`src/rtl/fetch_ctrl_pkg.sv`:
```
// Shared widths, constants and the fetch entry type for the fetch controller.
package fetch_ctrl_pkg;
    localparam int PC_W    = 16;
    localparam int INSTR_W = 16;

    localparam logic [PC_W-1:0]    PC_STEP   = 16'd2;
    localparam logic [INSTR_W-1:0] NOP_INSTR = 16'hF000;

    typedef struct packed {
        logic [INSTR_W-1:0] instr;
        logic [PC_W-1:0]    pc;
    } fetch_entry_t;

    // Instructions are halfword aligned; bit 0 of any address is dropped.
    function automatic logic [PC_W-1:0] align_pc(input logic [PC_W-1:0] addr);
        return {addr[PC_W-1:1], 1'b0};
    endfunction
endpackage

```
`src/rtl/skid_buf1.sv`:
```
// One-entry skid buffer holding a fetched instruction/PC pair.
// Priority: flush, then capture, then drain.
module skid_buf1
    import fetch_ctrl_pkg::*;
(
    input  logic         clk,
    input  logic         rst,
    input  logic         flush,
    input  logic         capture,
    input  logic         drain,
    input  fetch_entry_t din,
    output logic         valid,
    output fetch_entry_t dout
);
    logic         valid_q, valid_d;
    fetch_entry_t data_q, data_d;

    always_comb begin
        valid_d = valid_q;
        data_d  = data_q;
        if (flush) begin
            valid_d = 1'b0;
        end else if (capture) begin
            valid_d = 1'b1;
            data_d  = din;
        end else if (drain) begin
            valid_d = 1'b0;
        end
    end

    always_ff @(posedge clk) begin
        if (rst) begin
            valid_q <= 1'b0;
        end else begin
            valid_q <= valid_d;
        end
        data_q <= data_d;
    end

    assign valid = valid_q;
    assign dout  = data_q;
endmodule

```
`src/rtl/fetch_ctrl.sv`:
```
// Fetch controller: owns the PC, issues fetches, and presents results to
// decode through a one-entry skid buffer, squashing wrong-path results on jumps.
module fetch_ctrl
    import fetch_ctrl_pkg::*;
#(
    parameter logic [PC_W-1:0] RESET_VECTOR = 16'h0000
) (
    input  logic               clk,
    input  logic               rst,
    input  logic               stall,
    input  logic               redirect_valid,
    input  logic [PC_W-1:0]    redirect_addr,
    output logic               fetch_en,
    output logic [PC_W-1:0]    fetch_addr,
    input  logic               fetch_ready,
    input  logic [INSTR_W-1:0] fetch_instr,
    input  logic [PC_W-1:0]    fetch_pc,
    output logic               out_valid,
    output logic [INSTR_W-1:0] out_instr,
    output logic [PC_W-1:0]    out_pc,
    output logic [15:0]        issue_count,
    output logic [15:0]        squash_count
);
    logic [PC_W-1:0] pc_q, pc_d;
    logic [15:0]     issue_count_q, issue_count_d;
    logic [15:0]     squash_count_q, squash_count_d;

    logic            buf_valid;
    logic            buf_capture;
    logic            buf_drain;
    fetch_entry_t    buf_entry;
    fetch_entry_t    fetch_entry;

    assign fetch_entry = '{instr: fetch_instr, pc: fetch_pc};

    always_comb begin
        fetch_en   = !rst && (redirect_valid || !stall);
        fetch_addr = redirect_valid ? align_pc(redirect_addr) : pc_q;

        out_valid  = !rst && !redirect_valid && (buf_valid || fetch_ready);
        out_instr  = buf_valid ? buf_entry.instr : fetch_instr;
        out_pc     = buf_valid ? buf_entry.pc    : fetch_pc;

        pc_d = pc_q;
        if (fetch_en) begin
            pc_d = fetch_addr + PC_STEP;
        end

        issue_count_d = issue_count_q + {15'd0, fetch_en};

        // A jump throws away whatever is buffered plus whatever is landing now.
        squash_count_d = squash_count_q;
        if (redirect_valid) begin
            squash_count_d = squash_count_q + {15'd0, buf_valid} + {15'd0, fetch_ready};
        end

        // Capture when decode is stalled and the buffer is free; the non-stalled
        // case with both sources valid should be impossible but keeps the newest.
        buf_capture = fetch_ready && (stall ? !buf_valid : buf_valid);
        buf_drain   = !stall && buf_valid;
    end

    always_ff @(posedge clk) begin
        if (rst) begin
            pc_q           <= align_pc(RESET_VECTOR);
            issue_count_q  <= 16'd0;
            squash_count_q <= 16'd0;
        end else begin
            pc_q           <= pc_d;
            issue_count_q  <= issue_count_d;
            squash_count_q <= squash_count_d;
        end
    end

    skid_buf1 u_buf (
        .clk     (clk),
        .rst     (rst),
        .flush   (redirect_valid),
        .capture (buf_capture),
        .drain   (buf_drain),
        .din     (fetch_entry),
        .valid   (buf_valid),
        .dout    (buf_entry)
    );

    assign issue_count  = issue_count_q;
    assign squash_count = squash_count_q;
endmodule

```
`config.mk`:
```
export PLATFORM = sky130hd
export DESIGN_NAME = fetch_ctrl
export DESIGN_NICKNAME = d
export VERILOG_FILES = /design/src/rtl/fetch_ctrl_pkg.sv /design/src/rtl/skid_buf1.sv /design/src/rtl/fetch_ctrl.sv
export SDC_FILE = /design/constraint.sdc
export NUM_CORES = 1
export LEC_CHECK = 0
export CORE_ASPECT_RATIO = 1.5
export CORE_MARGIN = 3
export CORE_UTILIZATION = 46
export CTS_CLUSTER_DIAMETER = 80
export CTS_CLUSTER_SIZE = 30
export DETAILED_ROUTE_END_ITERATION = 10
export PLACE_DENSITY = 0.81
export SLEW_MARGIN = 15
export SYNTH_ARGS = -nofsm -noshare
export SYNTH_HDL_FRONTEND = slang
export SYNTH_SLANG_ARGS = --single-unit
```
`constraint.sdc`:
```
create_clock -name clk -period 4.29 [get_ports clk]
set_input_delay 1.0725 -clock clk [delete_from_list [all_inputs] [get_ports clk]]
set_output_delay 1.0725 -clock clk [all_outputs]
set_load 0.005 [all_outputs]
```
==> results of run 1 <==
[power by group]
| group | internal, µW | total, µW | leakage [µW] | switching [µW] |
|---|---|---|---|---|
| Combinational | 161 | 267 | 0.00125 | 105 |
| Sequential | 828 | 844 | 0.000692 | 16.4 |
| Clock | 480 | 755 | 0.000150 | 275 |
| Total | 1470 | 1870 | 0.00209 | 396 |
[worst max-delay path by stage]
stage                   start                      end  slack (ns)  cells after the start
6_report       redirect_valid                 fetch_en        0.53                      5
5_1_grt        redirect_valid                 fetch_en        0.41                      5
4_1_cts        redirect_valid                 fetch_en        0.54                      5
3_5_place_dp   redirect_valid                 fetch_en        0.53                      5
3_3_place_gp   redirect_valid                 fetch_en        0.55                      5
2_1_floorplan  redirect_valid  u_buf.dout[0]$_DFFE_PP_        0.95                      4
[synthesized netlist by cell type (all sizes together) (10+ instances only)]
library cell  instances
nor2                 34
clkbuf               10
dfxtp                49
nand4                10
mux2                 41
o21ai                16
nand3                16
nand2                29
inv                  13
edfxtp               32
xor2                 23
xnor2                14
[cells in the final DEF, fill, tap and decap left out, types with 3 or more instances in the layout]
master                              n
sky130_fd_sc_hd__a21oi_1            3
sky130_fd_sc_hd__a22o_1             3
sky130_fd_sc_hd__and3_1             4
sky130_fd_sc_hd__and4_1             3
sky130_fd_sc_hd__buf_4              6
sky130_fd_sc_hd__clkbuf_16          9
sky130_fd_sc_hd__clkdlybuf4s50_1  132
sky130_fd_sc_hd__dfxtp_1           49
sky130_fd_sc_hd__edfxtp_1          32
sky130_fd_sc_hd__ha_1               6
sky130_fd_sc_hd__inv_1             13
sky130_fd_sc_hd__mux2_2            41
sky130_fd_sc_hd__mux2i_1            7
sky130_fd_sc_hd__nand2_1           29
sky130_fd_sc_hd__nand2b_1           3
sky130_fd_sc_hd__nand3_1           14
sky130_fd_sc_hd__nand4_1            9
sky130_fd_sc_hd__nor2_1            33
sky130_fd_sc_hd__nor2b_1            5
sky130_fd_sc_hd__nor3_1             3
sky130_fd_sc_hd__nor3_2             3
sky130_fd_sc_hd__o21ai_0           12
sky130_fd_sc_hd__o21ai_1            4
sky130_fd_sc_hd__or3_1              4
sky130_fd_sc_hd__xnor2_1           14
sky130_fd_sc_hd__xor2_1            23
[flip-flops by register name (all words and copies together) (netlist names)]
signal,flops
u_buf.valid,1
issue_count,16
pc_q,16
u_buf.dout,32
squash_count,16
[metrics by stage]
stage	util [%]	setup WS (ns)	power (µW)
floorplan	-	0.951	972
global placement	65.8	0.549	1120
detailed placement	65.8	0.530	1130
CTS	69.4	0.541	1890
global route	69.4	0.409	1950
finish	69.4	0.529	1870
[final cells by class]
| type | count | area (µm²) | share of cell area (%) |
|---|---|---|---|
| inverters | 13 | 48.8 | 0.861 |
| clock buffers | 13 | 260 | 4.59 |
| flip-flops and latches | 81 | 1940 | 34.3 |
| well taps | 105 | 131 | 2.32 |
| multi-input cells | 247 | 1870 | 33.0 |
| clock inverters | 3 | 40.0 | 0.707 |
| repair buffers | 139 | 1370 | 24.2 |
[cells by family (layout without fill, tap and decap cells)]
logic type	count (synthesis)	in the layout	synth area share (%)
buf+inv	27	168	2.99
compound gates	34	34	6.37
flops	81	81	49.4
xor+xnor	37	37	8.25
fa+ha+maj	7	7	2.42
simple gates	121	121	17.0
mux	48	48	13.5
[worst max-delay path, stage by stage]
cell	delay, ns
sky130_fd_sc_hd__buf_2	0.45
sky130_fd_sc_hd__inv_1	0.19
sky130_fd_sc_hd__a21o_1	0.34
sky130_fd_sc_hd__inv_1	0.13
sky130_fd_sc_hd__clkdlybuf4s50_1	0.50
[layer usage]
layer | vias to the layer above | routed length, µm | global-route usage, %
met5 | - | 0 | 0
met4 | 0 | 242 | 8.67
met3 | 18 | 581 | 4.46
met2 | 106 | 4790 | 33.6
met1 | 1470 | 3740 | 23.6
li1 | 1537 | - | -
==> results by group, run 1 <==
Detailed routing
  – Average wire length per cell after detail routing: 15.6 µm
  – Final routed DRC violation total: 0
  – Iter 0 DRT Violations: 179
  – Total vias in the final route: 3131
  – Final ANT Viol Nets: 0
  – Routed vias/inst: 5.21
  – Wire length reported by the detailed router: 9350 µm
  – Number of optimization iterations in the first detailed-route pass: 6

Yosys
  – Post-Syn Nets: 415
  – Flip-flop and latch count after synthesis: 81
  – Number of instances in the synthesized netlist: 355
  – Proportion of synthesized chip area in sequential cells: 49.4%
  – Fraction of synthesis flops using an asynchronous set or reset pin: 0%
  – Count of flip-flops with a built-in enable after synthesis: 32
  – Synthesized area per cell: 11.1 µm²
  – Synth Flop Type: sky130_fd_sc_hd__dfxtp_1
  – Fraction of post-synthesis cell area in the top cell type by area: 25.0%
  – Yosys top cell by area: sky130_fd_sc_hd__dfxtp_1
  – Number of different library cells in the post-synthesis netlist: 47
  – Ranking of synthesized cells by area: sky130_fd_sc_hd__dfxtp_1 (25%), sky130_fd_sc_hd__edfxtp_1 (24%), sky130_fd_sc_hd__mux2_2 (12%), sky130_fd_sc_hd__xor2_1 (5.1%), sky130_fd_sc_hd__nor2_1 (3.2%)
  – Combined area of all synthesized cells: 3930 µm²
  – Total of warnings raised by yosys: 0

Timing
  – Slew at the pin closest to its max-slew limit: 0.670 ns
  – Period Utilization, post-route: 87.7%
  – Max-slew headroom: 55.1%
  – Setup skew after layout: 0.00427 ns
  – Maximum clock rate: 266 MHz
  – Smallest hold slack: 0.455 ns
  – Unrepaired setup endpoints after global routing: no
  – Final setup TNS: 0 ns
  – Final slew viol count: 0
  – Endpoints failing hold: 0
  – Final critical delay including setup and external delays: 3.76 ns
  – Final setup violation count: 0

Setup path
  – Sort of element at the start of the critical path: primary input
  – Start of the worst register-to-register path: u_buf.valid$_SDFFE_PN0P_
  – Number of cells traversed by the worst register-to-register path: 10
  – CP endpoint kind: output pin
  – Top fanout value on the critical path: 26
  – Type of the worst setup path: primary input to output pin
  – Critical R2R Capture: squash_count[10]$_SDFFE_PP0P_
  – Register-to-register setup slack: 1.95 ns
  – Required @ worst endpoint: 3.22 ns
  – Worst EP arrival: 2.69 ns

Clock network
  – Post-cts hold buffer count: 0
  – Number of H-tree branching levels: 3
  – Master cell of the clock root buffer: sky130_fd_sc_hd__clkbuf_16
  – Skew-Pair Late Insertion Delay: 0.33 ns
  – Clock transition at path regs: 0.05 ns
  – TritonCTS Sinks: 81
  – Inserted Clock Buffers: 9
  – Clk buf depth: 2
  – # resized after CTS: 0
  – Post-CTS setup-driven buffer insertion count: 0
  – CTS tree: done

GRT
  – Pin count of the biggest net entering global routing: 34
  – Residual overflow from global routing: 0
  – Wire length of the first global-routing pass: 15200 µm
  – Antenna violations before repair: 0
  – All-Layer GR Usage: 19.9%
  – Via count of the first global-routing pass: 3212

Run
  – Number of max-cap violations: 0

Placement
  – DPL Wire Length: 7040 µm
  – Port-buffer cells: 133
  – Total placed cells including tap cells: 585
  – Final weighted congestion in routability-driven placement: 0.799
  – Instance area at placement: 5370 µm²

Hold path
  – Worst-case hold path end point: pc_q[11]$_SDFFE_PP0P_
  – Number of cells on the worst hold path: 2
  – Hold path startpoint: pc_q[11]$_SDFFE_PP0P_
  – Hold/Removal Path Class: flop to flop

Final layout
  – Net count, final: 551
  – Post-route cell area: 5670 µm²
  – Area added between synthesis and finish: 44.2%
  – Share of cells above drive strength 1: 15.7%
  – Filler cells: 592
  – Non-filler cells, final: 601
  – Antenna diode instance count: 0

Power and ir drop
  – Lkg Pwr: 0.00209 µW
  – P per Cell Area: 329 nW/µm²
  – Worst ir drop on vdd: 0.228 mV

Floorplanning
  – Number of core rows: 40
  – IO Count: 135
  – DIE AREA: 9710 µm²
  – Area inside the core boundary: 8160 µm²
  – DIE HEIGHT: 119 µm
  – Starting Density: 48.2%
  – Horizontal die dimension: 81.5 µm

Run status
  – Run status: finished, final reports clean
Note: power is estimated with default switching activity, not from simulation.
==> run 2, diff against run 1 <==
MAX_ROUTING_LAYER = met4   (was not set)
==> results by group, run 2 (synthesis results as in run 1) <==
Run
  – Number of max-cap violations: 0 (unchanged)

Timing
  – Maximum clock rate: 266 MHz (about the same)
  – Endpoints failing hold: 0 (unchanged)
  – Slew at the pin closest to its max-slew limit: 0.662 ns (was 0.670 ns)
  – Final setup violation count: 0 (unchanged)
  – Period Utilization, post-route: 87.5% (was 87.7%)
  – Setup skew after layout: 0.00401 ns (was 0.00427 ns)
  – Unrepaired setup endpoints after global routing: no (unchanged)
  – Final setup TNS: 0 ns (unchanged)
  – Final critical delay including setup and external delays: 3.75 ns (was 3.76 ns)
  – Final slew viol count: 0 (unchanged)
  – Max-slew headroom: 55.6% (was 55.1%)

GRT
  – Pin count of the biggest net entering global routing: 34 (unchanged)
  – Residual overflow from global routing: 0 (unchanged)
  – All-Layer GR Usage: 20.5% (was 19.9%)
  – Via count of the first global-routing pass: 3210 (was 3212)
  – Antenna violations before repair: 0 (unchanged)
  – Wire length of the first global-routing pass: 15200 µm (about the same)

Detailed routing
  – Iter 0 DRT Violations: 185 (was 179)
  – Wire length reported by the detailed router: 9360 µm (was 9350 µm)
  – Final routed DRC violation total: 0 (unchanged)
  – Final ANT Viol Nets: 0 (unchanged)
  – Number of optimization iterations in the first detailed-route pass: 6 (unchanged)
  – Average wire length per cell after detail routing: 15.6 µm (about the same)
  – Total vias in the final route: 3147 (was 3131)
  – Routed vias/inst: 5.24 (was 5.21)

Setup path
  – Cell seen most often among critical-path stages: sky130_fd_sc_hd__inv_1 (unchanged)
  – Max stage delay cell, worst path: sky130_fd_sc_hd__clkdlybuf4s50_1 (unchanged)
  – Total number of cells along the worst setup path: 5 (unchanged)
  – Worst EP arrival: 2.68 ns (was 2.69 ns)
  – Crit path buf inv count: 4 (unchanged)
  – Top fanout value on the critical path: 26 (unchanged)
  – Start of the worst register-to-register path: u_buf.valid$_SDFFE_PN0P_ (unchanged)
  – Highest cell delay on the worst timing path: 0.50 ns (about the same)
  – Required @ worst endpoint: 3.22 ns (about the same)
  – Sort of element at the start of the critical path: primary input (unchanged)
  – Family of cells with the greatest summed delay on the critical path: buffers and inverters (unchanged)
  – Register-to-register setup slack: 1.96 ns (was 1.95 ns)
  – CP endpoint kind: output pin (unchanged)
  – Chain of cells forming the critical path: buf_2 -> inv_1 -> a21o_1 -> inv_1 -> clkdlybuf4s50_1 (unchanged)
  – Critical R2R Capture: squash_count[10]$_SDFFE_PP0P_ (unchanged)
  – Type of the worst setup path: primary input to output pin (unchanged)
  – Number of cells traversed by the worst register-to-register path: 10 (unchanged)

Power and ir drop
  – Lkg Pwr: 0.00209 µW (unchanged)
  – Worst ir drop on vdd: 0.229 mV (was 0.228 mV)
  – P per Cell Area: 330 nW/µm² (was 329 nW/µm²)

Final layout
  – End-of-flow core utilization: 69.4% (unchanged)
  – Flip-flop count of the largest register after layout: 32 (unchanged)
  – Most common cell after layout, fill and taps aside: sky130_fd_sc_hd__clkdlybuf4s50_1 (unchanged)
  – Share of cells above drive strength 1: 15.7% (unchanged)
  – Highest-count cells in the layout ignoring fill and taps: sky130_fd_sc_hd__clkdlybuf4s50_1 (132), sky130_fd_sc_hd__dfxtp_1 (49), sky130_fd_sc_hd__mux2_2 (41), sky130_fd_sc_hd__nor2_1 (33), sky130_fd_sc_hd__edfxtp_1 (32) (unchanged)
  – Area added between synthesis and finish: 44.2% (unchanged)
  – Net count, final: 551 (unchanged)
  – Antenna diode instance count: 0 (unchanged)

Floorplanning
  – DIE HEIGHT: 119 µm (unchanged)
  – Number of core rows: 40 (unchanged)
  – Horizontal die dimension: 81.5 µm (unchanged)
  – DIE AREA: 9710 µm² (unchanged)
  – Starting Density: 48.2% (unchanged)
  – IO Count: 135 (unchanged)
  – Area inside the core boundary: 8160 µm² (unchanged)

Run status
  – Run status: finished, final reports clean (unchanged)

Clock network
  – CTS tree: done (unchanged)
  – # resized after CTS: 0 (unchanged)
  – Inserted Clock Buffers: 9 (unchanged)
  – Master cell of the clock root buffer: sky130_fd_sc_hd__clkbuf_16 (unchanged)
  – TritonCTS Sinks: 81 (unchanged)
  – Post-CTS setup-driven buffer insertion count: 0 (unchanged)
  – Clock transition at path regs: 0.05 ns (about the same)
  – Post-cts hold buffer count: 0 (unchanged)
  – Skew-Pair Late Insertion Delay: 0.33 ns (about the same)
  – Clk buf depth: 2 (unchanged)
  – Number of H-tree branching levels: 3 (unchanged)

Placement
  – DPL Wire Length: 7040 µm (unchanged)
  – Final weighted congestion in routability-driven placement: 0.810 (was 0.799)
  – Port-buffer cells: 133 (unchanged)

Hold path
  – Hold/Removal Path Class: flop to flop (unchanged)
  – Worst-case hold path end point: pc_q[11]$_SDFFE_PP0P_ (unchanged)
  – Number of cells on the worst hold path: 2 (unchanged)
  – Hold path startpoint: pc_q[11]$_SDFFE_PP0P_ (unchanged)
==> run 2: cell counts in the layout (fill, tap and decap cells not counted) <==
Identical to the previous run, type by type.
==> run 2: per-layer routing <==
| layer | global-route usage (%) | up-vias | wire [µm] |
|---|---|---|---|
| met3 | 4.39 | 18 | 555 |
| met4 | 8.67 | 0 | 234 |
| met5 | - | - | 0 |
| li1 | - | 1535 | - |
| met2 | 33.8 | 112 | 4800 |
| met1 | 23.7 | 1482 | 3770 |
==> run 2: area by class of cell <==
| type | count | area [µm²] |
|---|---|---|
| fill | 592 | 2490 |
| sequential | 81 | 1940 |
| multi-input combinational | 247 | 1870 |
| timing repair buffer | 139 | 1370 |
| clock buffer | 13 | 260 |
| tap | 105 | 131 |
| inverter | 13 | 48.8 |
| clock inverter | 3 | 40.0 |
==> run 2: worst max path at each step <==
stage                         from                 endpoint  slack, ns
detailed placement  redirect_valid                 fetch_en       0.53
global placement    redirect_valid                 fetch_en       0.55
CTS                 redirect_valid                 fetch_en       0.54
floorplan           redirect_valid  u_buf.dout[0]$_DFFE_PP_       0.95
finish              redirect_valid                 fetch_en       0.54
global route        redirect_valid                 fetch_en       0.41
==> run 2: report_power, final <==
| part | switching (µW) | internal, µW | leakage, µW |
|---|---|---|---|
| Clock | 275 | 480 | 0.000150 |
| Sequential | 16.3 | 828 | 0.000692 |
| Combinational | 106 | 161 | 0.00125 |
==> run 2: worst register-to-register path, stage by stage, from the launching register on <==
cell                      delay (ns)
sky130_fd_sc_hd__dfxtp_1        0.33
sky130_fd_sc_hd__buf_4          0.38
sky130_fd_sc_hd__inv_1          0.15
sky130_fd_sc_hd__fa_1           0.42
sky130_fd_sc_hd__inv_1          0.07
sky130_fd_sc_hd__ha_1           0.20
sky130_fd_sc_hd__nand3_2        0.12
sky130_fd_sc_hd__nor2_1         0.19
sky130_fd_sc_hd__nand4_1        0.14
sky130_fd_sc_hd__xor2_1         0.16
sky130_fd_sc_hd__nor2_1         0.05
==> run 2: per-stage QoR <==
| stage | power [µW] | cells | setup WS [ns] | area (µm²) | hold WS, ns |
|---|---|---|---|---|---|
| global placement | 1120 | 585 | 0.549 | 5370 | 0.436 |
| floorplan | 972 | 355 | 0.951 | 3930 | 0.424 |
| finish | 1870 | 601 | 0.536 | 5670 | 0.459 |
| CTS | 1890 | 601 | 0.541 | 5670 | 0.456 |
| detailed placement | 1130 | 585 | 0.530 | 5370 | 0.448 |
| global route | 1950 | 601 | 0.409 | 5670 | 0.490 |
==> run 3, diff against run 2 <==
HOLD_SLACK_MARGIN = 0.12   (was not set)
==> results of run 3 <==
Same layout as run 2: the final DEF is identical, and so are final timing and power.
